**src/rtl/fetch_pkg.sv**
```systemverilog
// Shared definitions for the fetch stage: FSM states, instruction field
// positions and the opcode values the main decoder also uses.
package fetch_pkg;

    localparam int unsigned XLEN  = 32;
    localparam int unsigned IMM_W = 16;

    typedef enum logic [1:0] {
        REQ  = 2'd0,
        WAIT = 2'd1,
        EXEC = 2'd2,
        ERR  = 2'd3
    } state_e;

    localparam int unsigned OPCODE_MSB = 31;
    localparam int unsigned OPCODE_LSB = 26;
    localparam int unsigned RS_MSB     = 25;
    localparam int unsigned RS_LSB     = 21;
    localparam int unsigned RT_MSB     = 20;
    localparam int unsigned RT_LSB     = 16;
    localparam int unsigned RD_MSB     = 15;
    localparam int unsigned RD_LSB     = 11;
    localparam int unsigned IMM_MSB    = 15;
    localparam int unsigned IMM_LSB    = 0;
    localparam int unsigned FUNC_MSB   = 5;
    localparam int unsigned FUNC_LSB   = 0;

    localparam logic [5:0] OP_RTYPE = 6'h00;
    localparam logic [5:0] OP_J     = 6'h02;
    localparam logic [5:0] OP_BEQ   = 6'h04;
    localparam logic [5:0] OP_ADDI  = 6'h08;
    localparam logic [5:0] OP_LW    = 6'h23;
    localparam logic [5:0] OP_SW    = 6'h2B;

endpackage

```
**src/rtl/fetch_unit_pc_next.sv**
```systemverilog
// Next-PC arithmetic: sequential PC, sign-extended word-offset branch target
// and the PCSrc select. All sums wrap modulo 2^32.
module pc_next
    import fetch_pkg::*;
(
    input  logic [XLEN-1:0]  pc_i,
    input  logic [IMM_W-1:0] imm_i,
    input  logic             pc_src_i,
    output logic [XLEN-1:0]  pc_plus4_o,
    output logic [XLEN-1:0]  pc_branch_o,
    output logic [XLEN-1:0]  pc_next_o
);

    logic [XLEN-1:0] br_off;

    assign br_off      = {{14{imm_i[IMM_W-1]}}, imm_i, 2'b00};
    assign pc_plus4_o  = pc_i + XLEN'(4);
    assign pc_branch_o = pc_plus4_o + br_off;
    assign pc_next_o   = pc_src_i ? pc_branch_o : pc_plus4_o;

endmodule

```
**src/rtl/fetch_unit.sv**
```systemverilog
// Instruction fetch stage: PC and instruction registers, imem req/ack
// handshake with an ack timeout, and PC update at the end of execute.
module fetch_unit
    import fetch_pkg::*;
#(
    parameter logic [31:0] RESET_PC = 32'h0000_0000,
    parameter int unsigned TIMEOUT  = 16
)(
    input  logic        clk,
    input  logic        reset,
    output logic        imem_req,
    output logic [31:0] imem_addr,
    input  logic [31:0] imem_rdata,
    input  logic        imem_ack,
    input  logic        PCSrc,
    input  logic        hold,
    output logic [31:0] Instr,
    output logic [5:0]  Opcode,
    output logic [5:0]  Func,
    output logic [4:0]  Rs,
    output logic [4:0]  Rt,
    output logic [4:0]  Rd,
    output logic [15:0] Imm,
    output logic [31:0] PC,
    output logic [31:0] PCPlus4,
    output logic        instr_valid,
    output logic        fetch_err
);

    localparam int unsigned    CNT_W  = 16;
    localparam logic [31:0]    PC_RST = RESET_PC & ~32'd3;

    state_e             state_q, state_d;
    logic [XLEN-1:0]    pc_q, pc_d;
    logic [XLEN-1:0]    instr_q, instr_d;
    logic [CNT_W-1:0]   cnt_q, cnt_d, cnt_inc;
    logic               valid_q, valid_d;
    logic               err_q, err_d;
    logic [XLEN-1:0]    pc_nxt;
    logic [XLEN-1:0]    pc_branch_unused;

    assign cnt_inc = cnt_q + CNT_W'(1);

    pc_next u_pc_next (
        .pc_i        (pc_q),
        .imm_i       (Imm),
        .pc_src_i    (PCSrc),
        .pc_plus4_o  (PCPlus4),
        .pc_branch_o (pc_branch_unused),
        .pc_next_o   (pc_nxt)
    );

    // State register
    always_ff @(posedge clk) begin
        if (reset) state_q <= REQ;
        else       state_q <= state_d;
    end

    // Next-state logic; an ack in the last allowed WAIT cycle still wins
    always_comb begin
        state_d = state_q;
        case (state_q)
            REQ:  state_d = WAIT;
            WAIT: begin
                if (imem_ack)                       state_d = EXEC;
                else if (cnt_inc == CNT_W'(TIMEOUT)) state_d = ERR;
            end
            EXEC: if (!hold) state_d = REQ;
            ERR:  state_d = ERR;
            default: state_d = REQ;
        endcase
    end

    // Output / datapath next values
    always_comb begin
        pc_d    = pc_q;
        instr_d = instr_q;
        cnt_d   = cnt_q;
        case (state_q)
            REQ:  cnt_d = '0;
            WAIT: begin
                if (imem_ack) instr_d = imem_rdata;
                else          cnt_d   = cnt_inc;
            end
            EXEC: if (!hold) pc_d = pc_nxt;
            default: ;
        endcase
        valid_d = (state_d == EXEC);
        err_d   = err_q | (state_d == ERR);
    end

    always_ff @(posedge clk) begin
        if (reset) begin
            pc_q    <= PC_RST;
            instr_q <= '0;
            cnt_q   <= '0;
            valid_q <= 1'b0;
            err_q   <= 1'b0;
        end else begin
            pc_q    <= pc_d;
            instr_q <= instr_d;
            cnt_q   <= cnt_d;
            valid_q <= valid_d;
            err_q   <= err_d;
        end
    end

    // Request is a decode of the state register only
    assign imem_req    = (state_q == REQ) || (state_q == WAIT);
    assign imem_addr   = pc_q;
    assign PC          = pc_q;
    assign Instr       = instr_q;
    assign instr_valid = valid_q;
    assign fetch_err   = err_q;

    assign Opcode = instr_q[OPCODE_MSB:OPCODE_LSB];
    assign Rs     = instr_q[RS_MSB:RS_LSB];
    assign Rt     = instr_q[RT_MSB:RT_LSB];
    assign Rd     = instr_q[RD_MSB:RD_LSB];
    assign Imm    = instr_q[IMM_MSB:IMM_LSB];
    assign Func   = instr_q[FUNC_MSB:FUNC_LSB];

endmodule

```
**config.mk**
```make
export PLATFORM = sky130hd
export DESIGN_NAME = fetch_unit
export DESIGN_NICKNAME = d
export VERILOG_FILES = /design/src/rtl/fetch_pkg.sv /design/src/rtl/fetch_unit_pc_next.sv /design/src/rtl/fetch_unit.sv
export SDC_FILE = /design/constraint.sdc
export NUM_CORES = 1
export LEC_CHECK = 0
export BUFFER_PORTS_ARGS = -buffer_cell sky130_fd_sc_hd__buf_2
export CORE_ASPECT_RATIO = 0.75
export CORE_MARGIN = 4
export CORE_UTILIZATION = 53
export CTS_CLUSTER_DIAMETER = 80
export CTS_CLUSTER_SIZE = 30
export DETAILED_ROUTE_END_ITERATION = 8
export PLACE_DENSITY = 0.81
export SLEW_MARGIN = 20
export SYNTH_ARGS = -nofsm -noshare
export SYNTH_HDL_FRONTEND = slang
export SYNTH_HIERARCHICAL = 1
export SYNTH_SLANG_ARGS = --single-unit
```
**constraint.sdc**
```tcl
create_clock -name clk -period 4.4 [get_ports clk]
set_input_delay 0.22 -clock clk [delete_from_list [all_inputs] [get_ports clk]]
set_output_delay 0.22 -clock clk [all_outputs]
set_load 0.02 [all_outputs]
```
### Word-level counts from Yosys, hierarchy flattened

Index checks and enable logic that the tools add are counted.
W data, S select, Z words.

| storage, ports and cells | value |
|---|---|
| bits in registers | 84 |
| bits of input ports | 37 |
| output and inout bits | 174 |
| logic and storage cells | 31 |

| operators by class | value |
|---|---|
| add/subtract/negate cells | 3 |
| equal/unequal tests | 7 |
| multiplexer cells | 7 |
| bitwise operators | 2 |
| reduce and logical (&&, ||, !) cells | 6 |

Operators with widths:

| cell | count |
|---|---|
| $add A32 B3 Y32 const B | 1 |
| $add A32 B32 Y32 | 1 |
| $mux W32 | 1 |
| $pmux W16 S2 | 1 |
| $add A16 B1 Y16 const B | 1 |
| $eq A16 B5 Y1 const B | 1 |
| $mux W16 | 1 |
| $eq A2 B2 Y1 const B | 4 |
| $pmux W2 S4 | 1 |
| $mux W2 | 3 |
| $reduce_and A2 Y1 | 3 |
| $eq A2 B1 Y1 const B | 1 |
| $logic_not A2 Y1 | 1 |
| $ne A2 B2 Y1 const B | 1 |
| $reduce_bool A2 Y1 | 1 |
| $logic_or A1 B1 Y1 | 1 |
| $not A1 Y1 | 1 |
| $or A1 B1 Y1 | 1 |

### Longest topological paths before layout

Gate-level depths: netlist (run 1).

| logic depth | value |
|---|---|
| word-level depth | 7 |
| mapped depth | 16 |
| mapped depth without buffers | 15 |

### By module

The synthesis (run 1) kept the hierarchy.

By module, submodules not included:

| module | times used | cells an instance | area each (um^2) | seq. area each (um^2) |
|---|---|---|---|---|
| fetch_unit | 1 | 520 | 3981.3 | 1681.6 |
| pc_next | 1 | 362 | 2802.7 | 0.0 |

### Least setup slack after synthesis (run 1)

Ideal clock, no wire load.

| path | value |
|---|---|
| path kind | register to register |
| start | register pc_q[8], in the netlist PC[8] |
| end | register pc_q[28], in the netlist PC[28] |
| library setup time | 70 ps |
| data arrival time | 3711 ps |
| required time | 4330 ps |
| path slack | 619 ps |
| stages on the path, launching flop included | 16 |
| path buffers | 0 |
| clock period less this slack | 3781 ps |
| cells stage by stage | dfxtp_1 -> nand4_2 -> nor4_2 -> and2_1 -> nand3_1 -> xnor2_1 -> ha_1 -> a21o_1 -> a21oi_1 -> o21bai_1 -> a2111oi_2 -> nor2_1 -> o211a_1 -> nor3_2 -> nand2_1 -> a21oi_1 |

| between the ends | value |
|---|---|
| cells in the longest elaborated chain, start to end | 3 |

RTL lines:

| what | line | RTL |
|---|---|---|
| from (decl) | fetch_unit.sv:34 | `logic [XLEN-1:0] pc_q, pc_d;` |
| from (signal assigned) | fetch_unit.sv:100 | `pc_q <= pc_d;` |
| $add A32 B3 Y32 | fetch_unit_pc_next.sv:17 | `assign pc_plus4_o = pc_i + XLEN'(4);` |
| named net PCPlus4[21] | fetch_unit.sv:25 | `output logic [31:0] PCPlus4,` |
| $add A32 B32 Y32 | fetch_unit_pc_next.sv:18 | `assign pc_branch_o = pc_plus4_o + br_off;` |
| $mux W32 | fetch_unit_pc_next.sv:19 | `assign pc_next_o = pc_src_i ? pc_branch_o : pc_plus4_o;` |
| named net pc_nxt[28] | fetch_unit.sv:39 | `logic [XLEN-1:0] pc_nxt;` |

The timed path passes the listed nets, and every way through them passes these cells.
A chain may end at the register's enable or synchronous reset.

### Worst setup path in the final report (run 1)

| path | value |
|---|---|
| start | register pc_q[2], in the netlist PC[2] |
| end | register pc_q[25], in the netlist PC[25] |

| between the ends | value |
|---|---|
| cells in the longest elaborated chain, start to end | 3 |

RTL lines:

| what | line | RTL |
|---|---|---|
| $add A32 B3 Y32 | fetch_unit_pc_next.sv:17 |  |
| $add A32 B32 Y32 | fetch_unit_pc_next.sv:18 |  |
| named net pc_branch_unused[25] | fetch_unit.sv:40 | `logic [XLEN-1:0] pc_branch_unused;` |
| $mux W32 | fetch_unit_pc_next.sv:19 |  |
| named net pc_nxt[25] | fetch_unit.sv:39 |  |

The timed path passes the listed nets, and every way through them passes these cells.

==> results by group, run 1 <==
Power and ir drop
  – PwrDens: between 200 and 300 nW/µm²
  – Switching Share: 26.65%
  – Comb pwr share: 13.3%
  – Switch Pwr: about 530 µW
  – Lkg Pwr: between 0.003 and 0.004 µW
  – Sequential share of power: between 40% and 50%
  – Clk network pwr share: between 40 and 50%
  – Internal: 1460 µW
  – VDD IR max: 0.2139 mV

Final layout
  – Area delta synth->final: 13.52%
  – FILL cells: 1,131
  – Commonest non-fill, non-tap cell in the layout: buf_2
  – Ant. Diodes: 0
  – Nets: 1,059
  – Final core occ: 61.67%
  – Final Non-Filler Cells: 1,154
  – Most frequent cells in the layout: buf_2, nand2_1, a21oi_1
  – Proportion of layout cells with a drive suffix above 1: between 30% and 40%

CTS
  – CTS buffer count: 9
  – Hold_buf cts: 0
  – Clock Path Buffers: 2
  – Num Clock Sinks: 84
  – Root Buffer Master: clkbuf_16
  – Clk_lat worst skew: 340 ps
  – CTS H-tree lvls: 3
  – Cts repair resizes: 0
  – Post-CTS setup buffers: 0
  – Clock transition at path regs: around 70 ps
  – TritonCTS clock tree: built

Yosys
  – Mean area per synthesized cell: 7.685 µm²
  – Cells after Synth: around 870
  – Synthesized area: about 6700 µm²
  – Syn Nets: 949
  – Ys Warns: 6

STA
  – Worst Clk Skew: 6.088 ps
  – Worst Max-Slew Pin Slew: about 900 ps
  – Setup TNS: 0 ps
  – Final Cycle Share: 87.02%
  – Worst Slack Setup Final: 571.0 ps
  – # setup viols final: 0
  – Rel. slew slack: between 40% and 50%
  – Slew Limit Fails: 0
  – Crit path time final: around 3800 ps
  – Final hold violation count: 0
  – Unrepaired setup endpoints after global routing: no
  – F_max: 261.2 MHz

Critical path
  – Worst EP arrival: just over 4000 ps
  – CP startpoint kind: flip-flop
  – R2R Setup Slk: 570 ps
  – CP endpoint kind: flip-flop
  – Worst path required time: 4610 ps
  – Critical Path Fanout Max: 9
  – CP Class: reg -> reg

Routing
  – Top sig layer: met4
  – Metal3 WL: 1563 µm
  – Final wirelength: 18,840 µm
  – Metal2 WL: ~8200 µm
  – M1 wire length: 8794 µm
  – Via count: around 6,500
  – Avg WL per Cell: 16.33 µm
  – Initial DRC Count: 512
  – Post-route ant nets: 0
  – Drc violations: 0
  – Via density: 5.661
  – 1st-pass router iterations: 5

Global routing
  – First-pass GRT wire length: 29,750 µm
  – Total GRT Usage: 24.73%
  – Vias in the first global route: 5,777
  – Final global-route overflow total: 0
  – Initial antenna violation count: 0
  – Largest net degree at the start of global routing: 44

Flow run
  – Max_cap viols: 0

Die
  – I/O pins: around 210
  – Die Area: 14,540 µm²
  – Die X: between 100 and 150 µm
  – FP Rows: 35
  – Core Area: 12,350 µm²
  – Initial core utilization: 54.33%
  – Vert. Die Dim: around 110 µm

Placement
  – RePlAce Congestion: 0.9547
  – Place WS: 643.2 ps
  – Dpl hpwl: ~14,000 µm
  – Dpl cells: 1,138
  – IO buf count: 210

Hold path
  – Worst Hold Class: in -> reg

Run status
  – Outcome: finished clean
[through the flow]
step	instance area (µm²)	total power, µW	hold WS (ps)
final	7616	1991	87.35
after floorplan	6709	1022	356.0
after global placement	7257	1083	429.3
after detailed placement	7257	1086	436.8
after CTS	7616	2001	77.29
after global routing	7616	2058	87.32
[registers in the layout, summed over array words and instances, names as in the netlist]
signal       cells
fetch_err        1
instr_valid      1
Instr           32
cnt_q           16
state_q          2
PC              32
[worst max-delay path, cell delays in order, from the launching register on]
cell and delay (ps):
dfxtp_1 470, ha_1 320, nand2_1 100, nor3_2 440, nand3_1 190, xnor2_1 280
ha_1 360, a21oi_2 200, o21bai_1 80, a21o_1 190, a221o_1 360, a31oi_4 230
xnor2_1 90, mux2_4 260, nand2_1 60, a21oi_1 60
[power groups by stage]
stage	registers (µW)	logic [µW]	clock network (µW)
3_5_place_dp	824	262	0
3_3_place_gp	824	259	0
2_1_floorplan	835	187	0
6_report	808	265	918
4_1_cts	808	264	929
5_1_grt	811	287	959
[final cells by class]
| type | instances | area [µm²] | area share, % |
|---|---|---|---|
| inverter | 15 | 56.30 | 0.7393 |
| multi-input combinational | 656 | 4208 | 55.25 |
| sequential | 84 | 1682 | 22.08 |
| tap | 166 | 207.7 | 2.727 |
| clock buffer | 11 | 252.7 | 3.319 |
| timing repair buffer | 217 | 1104 | 14.49 |
| clock inverter | 5 | 106.4 | 1.396 |
[per-layer routing]
layer  vias up  GRT usage (%)
li1       3197              -
met1      3016          35.59
met2       285          37.29
met3        35          5.821
met4         0          5.924
met5         -              0
[path summary, 6_finish.rpt]
check             cells past startpoint                   start                      to
setup / recovery                     15      PC[2]$_SDFFE_PP0P_     PC[25]$_SDFFE_PP0P_
hold / removal                        2                   reset   Instr[0]$_SDFFE_PP0P_
setup reg to reg                     15      PC[2]$_SDFFE_PP0P_     PC[25]$_SDFFE_PP0P_
hold reg to reg                       2  Instr[20]$_SDFFE_PP0P_  Instr[20]$_SDFFE_PP0P_
Note: power is estimated with default switching activity, not from simulation.
==> run 2, diff against run 1 <==
--- a/config.mk
+++ b/config.mk
@@ -13,6 +13,7 @@
 export CTS_CLUSTER_SIZE = 30
 export DETAILED_ROUTE_END_ITERATION = 8
 export PLACE_DENSITY = 0.81
+export REMOVE_ABC_BUFFERS = 1
 export SLEW_MARGIN = 20
 export SYNTH_ARGS = -nofsm -noshare
 export SYNTH_HDL_FRONTEND = slang
==> results by group, run 2 (synthesis results as in run 1) <==
Run status
  – Outcome: finished clean

Global routing
  – Vias in the first global route: 5,732
  – Final global-route overflow total: 0
  – First-pass GRT wire length: 30,140 µm
  – Total GRT Usage: 25.55%
  – Initial antenna violation count: 0
  – Largest net degree at the start of global routing: between 50 and 60

CTS
  – Clock transition at path regs: 60 ps
  – TritonCTS clock tree: built
  – Root Buffer Master: clkbuf_16
  – Num Clock Sinks: between 80 and 90
  – Clk_lat worst skew: 340 ps
  – CTS H-tree lvls: 3
  – Hold_buf cts: 0
  – Clock Path Buffers: 2
  – CTS buffer count: 9

Final layout
  – Most frequent cells in the layout: buf_2, nand2_1, a21oi_1
  – Area delta synth->final: 13.35%
  – Ant. Diodes: 0
  – Proportion of layout cells with a drive suffix above 1: 30.30%
  – Nets: 1,061
  – Commonest non-fill, non-tap cell in the layout: buf_2

STA
  – # setup viols final: 0
  – Setup TNS: 0 ps
  – Slew Limit Fails: 0
  – Unrepaired setup endpoints after global routing: no
  – Worst Max-Slew Pin Slew: between 900 and 1000 ps
  – F_max: 247.1 MHz
  – Rel. slew slack: 39.01%
  – Hold Slack: 108.5 ps
  – Final Cycle Share: 91.99%
  – Crit path time final: 4047 ps
  – Final hold violation count: 0
  – Worst Clk Skew: 7.168 ps

Critical path
  – R2R Setup Slk: between 300 and 400 ps
  – Worst path required time: 4670 ps
  – Worst EP arrival: 4320 ps
  – Critical path, cell by cell: nand4_1, nor4_4, and2_1, nand3_1, xnor2_1, ha_1, a21o_1, a21oi_1, o21bai_1, a2111oi_2, nor2_1, o211a_1, nor3_2, nand2_1, a21oi_1
  – Slowest cell on the critical path: nor4_4
  – CP Class: reg -> reg
  – CP most frequent cell: a21oi_1
  – WP buf/inv: 0
  – Critical Path Fanout Max: 9
  – CP endpoint kind: flip-flop
  – Max incr delay on CP: 520 ps
  – Worst reg2reg endpoint: PC[28]$_SDFFE_PP0P_
  – CP startpoint kind: flip-flop
  – R2R depth: 15
  – Worst path top cell family by delay: simple AND/OR/NAND/NOR gates
  – Crit Reg-Reg Startpoint: PC[4]$_SDFFE_PP0P_

Routing
  – Top sig layer: met4
  – Via density: 5.705
  – Drc violations: 0
  – Final wirelength: around 19,000 µm
  – Metal3 WL: 1733 µm
  – M1 wire length: 8447 µm
  – Metal2 WL: 8516 µm
  – Initial DRC Count: 667
  – Via count: 6,595
  – Avg WL per Cell: approximately 16 µm
  – 1st-pass router iterations: 7
  – Post-route ant nets: 0

Die
  – I/O pins: 211
  – Die X: roughly 140 µm
  – Vert. Die Dim: 105.4 µm
  – Core Area: 12,350 µm²
  – FP Rows: 35
  – Die Area: 14,540 µm²
  – Initial core utilization: 54.33%

Power and ir drop
  – PwrDens: 243.2 nW/µm²
  – Lkg Pwr: approximately 0.0036 µW
  – VDD IR max: about 0.25 mV

Hold path
  – Hold path endpoint: Instr[31]$_SDFFE_PP0P_
  – Worst Hold Path Cells: 3
  – Worst Hold Class: in -> reg
  – HP Start: imem_rdata[31]

Placement
  – IO buf count: 210
  – Dpl hpwl: 14,020 µm
  – RePlAce Congestion: just under 1

Flow run
  – Max_cap viols: 0
run 2: cell types whose count changed in the layout (fill, tap and decap cells not counted), sizes merged:
cell / delta
bufinv: -2
clkinvlp: -1
clkinv: +4
inv: -1
buf: +2
run 2: per-layer routing:
layer  track usage [%]  vias up
li1                  -     3213
met1             36.67     3032
met2             39.62      324
met3             4.628       26
met4             6.135        0
met5                 0        -
run 2: report_power, final:
part / total (µW) / internal, µW / leakage [µW] / switching [µW]
sequential: 807 / 779 / 0.000680 / 27.4
combinational: 267 / 94.9 / 0.00282 / 173
clock: 776 / 458 / 0.000150 / 318
run 2: tightest hold or removal path, cell delays in order:
cell     delay (ps)
buf_2            90
nand2_1          40
a21oi_1          50
run 2: final cells by class:
cell class,instances,area [µm²]
multi-input combinational,656,4217
inverter,15,56.30
clock inverter,5,61.31
sequential,84,1682
clock buffer,11,242.7
timing repair buffer,219,1139
tap,166,207.7
fill,1132,4745
run 2: timing repair:
action	in CTS	in global routing
buffers inserted	0	0
setup endpoints to repair	0	1
endpoints found under the hold margin	0	0
resized for setup	0	1
run 2: worst max-delay path by stage:
stage	from	endpoint	slack, ps	cells after the start
after floorplan	PC[9]$_SDFFE_PP0P_	PC[28]$_SDFFE_PP0P_	450	15
after global placement	PC[8]$_SDFFE_PP0P_	PC[28]$_SDFFE_PP0P_	380	15
after detailed placement	PC[4]$_SDFFE_PP0P_	PC[28]$_SDFFE_PP0P_	310	15
after CTS	PC[4]$_SDFFE_PP0P_	PC[28]$_SDFFE_PP0P_	280	15
after global routing	PC[5]$_SDFFE_PP0P_	PC[28]$_SDFFE_PP0P_	80	15
final	PC[4]$_SDFFE_PP0P_	PC[28]$_SDFFE_PP0P_	350	15
run 2: through the flow:
step / setup WS (ps) / util, % / power, µW / area (µm²) / std cells
2_1_floorplan: 453.9 / - / 974.9 / 5938 / 755
3_3_place_gp: 384.0 / 58.82 / 1080 / 7264 / 1139
3_5_place_dp: 309.9 / 58.82 / 1087 / 7264 / 1139
4_1_cts: 284.5 / 61.29 / 1861 / 7569 / 1155
5_1_grt: 81.55 / 61.58 / 1929 / 7605 / 1156
6_report: 352.7 / 61.58 / 1850 / 7605 / 1156
==> run 3, diff against run 2 <==
--- a/config.mk
+++ b/config.mk
@@ -7,7 +7,7 @@
 export LEC_CHECK = 0
 export BUFFER_PORTS_ARGS = -buffer_cell sky130_fd_sc_hd__buf_2
 export CORE_ASPECT_RATIO = 0.75
-export CORE_MARGIN = 4
+export CORE_MARGIN = 3
 export CORE_UTILIZATION = 53
 export CTS_CLUSTER_DIAMETER = 80
 export CTS_CLUSTER_SIZE = 30
==> results by group, run 3 (synthesis results as in run 1) <==
STA
  – F_max: 240.4 MHz
  – Final Cycle Share: 94.55%
  – Worst Clk Skew: ~9.4 ps
  – Crit path time final: approximately 4200 ps
  – Final hold violation count: 0
  – Rel. slew slack: 39.95%
  – Hold Slack: roughly 110 ps
  – Worst Max-Slew Pin Slew: 900.8 ps
  – Slew Limit Fails: 0
  – Unrepaired setup endpoints after global routing: no
  – Setup TNS: 0 ps
  – # setup viols final: 0

Die
  – Vert. Die Dim: 103.4 µm
  – Die Area: 14,060 µm²
  – FP Rows: 34
  – Initial core utilization: a little under three fifths
  – I/O pins: between 200 and 250
  – Die X: 135.9 µm
  – Core Area: 11,950 µm²

CTS
  – Clock Path Buffers: 2
  – TritonCTS clock tree: built
  – Hold_buf cts: 0
  – Cts repair resizes: 0
  – CTS buffer count: 9
  – Clock transition at path regs: ~70 ps
  – Post-CTS setup buffers: 0
  – Root Buffer Master: clkbuf_16
  – Clk_lat worst skew: approximately 340 ps
  – Num Clock Sinks: 84
  – CTS H-tree lvls: 3

Global routing
  – Vias in the first global route: 5,479
  – Total GRT Usage: 24.82%
  – Initial antenna violation count: 0
  – Final global-route overflow total: 0
  – First-pass GRT wire length: between 20,000 and 30,000 µm
  – Largest net degree at the start of global routing: 59

Critical path
  – Worst EP arrival: about 4400 ps
  – CP Class: reg -> reg
  – R2R Setup Slk: 240 ps
  – Worst path required time: 4670 ps
  – CP most frequent cell: a21oi_1
  – CP startpoint kind: flip-flop
  – Critical path, cell by cell: nand4_1, nor4_2, and2_1, nand3_1, xnor2_1, ha_1, a21o_1, a21oi_1, o21bai_1, a2111oi_2, nor2_1, o211a_1, nor3_2, nand2_1, a21oi_1
  – Critical Path Fanout Max: 9
  – Max incr delay on CP: 680 ps
  – Slowest cell on the critical path: nor4_2
  – CP endpoint kind: flip-flop

Routing
  – Post-route ant nets: 0
  – Via density: around 5.7
  – Final wirelength: 18,180 µm
  – Via count: 6,534
  – 1st-pass router iterations: 5
  – Avg WL per Cell: around 16 µm
  – Drc violations: 0
  – Initial DRC Count: between 400 and 500

Placement
  – IO buf count: 210
  – Dpl hpwl: 13,540 µm
  – RePlAce Congestion: 0.9342

Final layout
  – FF/Latch Area: approximately 1700 µm²
  – FILL cells: 1,097
  – Area delta synth->final: 13.09%
  – Proportion of layout cells with a drive suffix above 1: 30.33%
  – Nets: about 1,100
  – Multi-input gate area: 4208 µm²
  – Ant. Diodes: 0
  – Final core occ: 63.47%
  – Commonest non-fill, non-tap cell in the layout: buf_2
  – Most frequent cells in the layout: buf_2, nand2_1, a21oi_1

Hold path
  – Worst Hold Class: in -> reg

Power and ir drop
  – Total power: 1898 µW
  – Lkg Pwr: 0.003631 µW
  – VDD IR max: 0.2054 mV
  – PwrDens: between 200 and 300 nW/µm²

Run status
  – Outcome: finished clean

Flow run
  – Max_cap viols: 0
[run 3: cell count changes in the layout (fill, tap and decap cells not counted)]
cell       previous run  this run
clkbuf_1              1         0
buf_2               210       209
nor4_2                0         1
clkbuf_8              1         0
inv_6                 0         1
buf_16                1         0
buf_4                 8         9
bufinv_16             1         2
nor4_4                1         0
[run 3: through the flow]
step | setup slack, ps | instance area [µm²] | instances
CTS | 326.7 | 7585 | 1151
detailed placement | 360.5 | 7259 | 1135
finish | 239.7 | 7587 | 1151
floorplan | 453.9 | 5938 | 755
global placement | 405.6 | 7259 | 1135
global route | 50.50 | 7587 | 1151
[run 3: power by group]
part           internal [µW]  total [µW]  switching (µW)  leakage, µW
sequential               779         806            27.1     0.000680
clock                    501         831             329     0.000160
combinational           92.6         261             169      0.00279
[run 3: worst max-delay path: cells and delay by family (launching register included)]
kind                     cells  cell delay (ps)
flip-flops                   1              500
AO/OA/AOI/OAI                6             1340
XOR/XNOR                     1              290
AND/OR/NAND/NOR              7             1590
adder cells (fa/ha/maj)      1              360
[run 3: path summary, 6_finish.rpt]
| check | start | to | cells after the start |
|---|---|---|---|
| setup / recovery | PC[4]$_SDFFE_PP0P_ | PC[28]$_SDFFE_PP0P_ | 15 |
| hold / removal | imem_rdata[16] | Instr[16]$_SDFFE_PP0P_ | 3 |
| setup reg to reg | PC[4]$_SDFFE_PP0P_ | PC[28]$_SDFFE_PP0P_ | 15 |
| hold reg to reg | Instr[17]$_SDFFE_PP0P_ | Instr[17]$_SDFFE_PP0P_ | 2 |
[run 3: per-layer routing]
layer / GRT usage, % / vias to the layer above / wire [µm]
met2: 39.33 / 296 / 8143
met1: 35.54 / 2997 / 8356
met4: 5.577 / 0 / 162
met3: 4.449 / 18 / 1519
li1: - / 3223 / -
met5: 0 / - / 0
[run 3: area by class of cell]
| class | count | area share (%) |
|---|---|---|
| inverter | 15 | 0.7421 |
| sequential | 84 | 22.16 |
| tap | 162 | 2.671 |
| clock inverter | 7 | 1.319 |
| timing repair buffer | 218 | 14.68 |
| multi-input combinational | 656 | 55.46 |
| clock buffer | 9 | 2.968 |
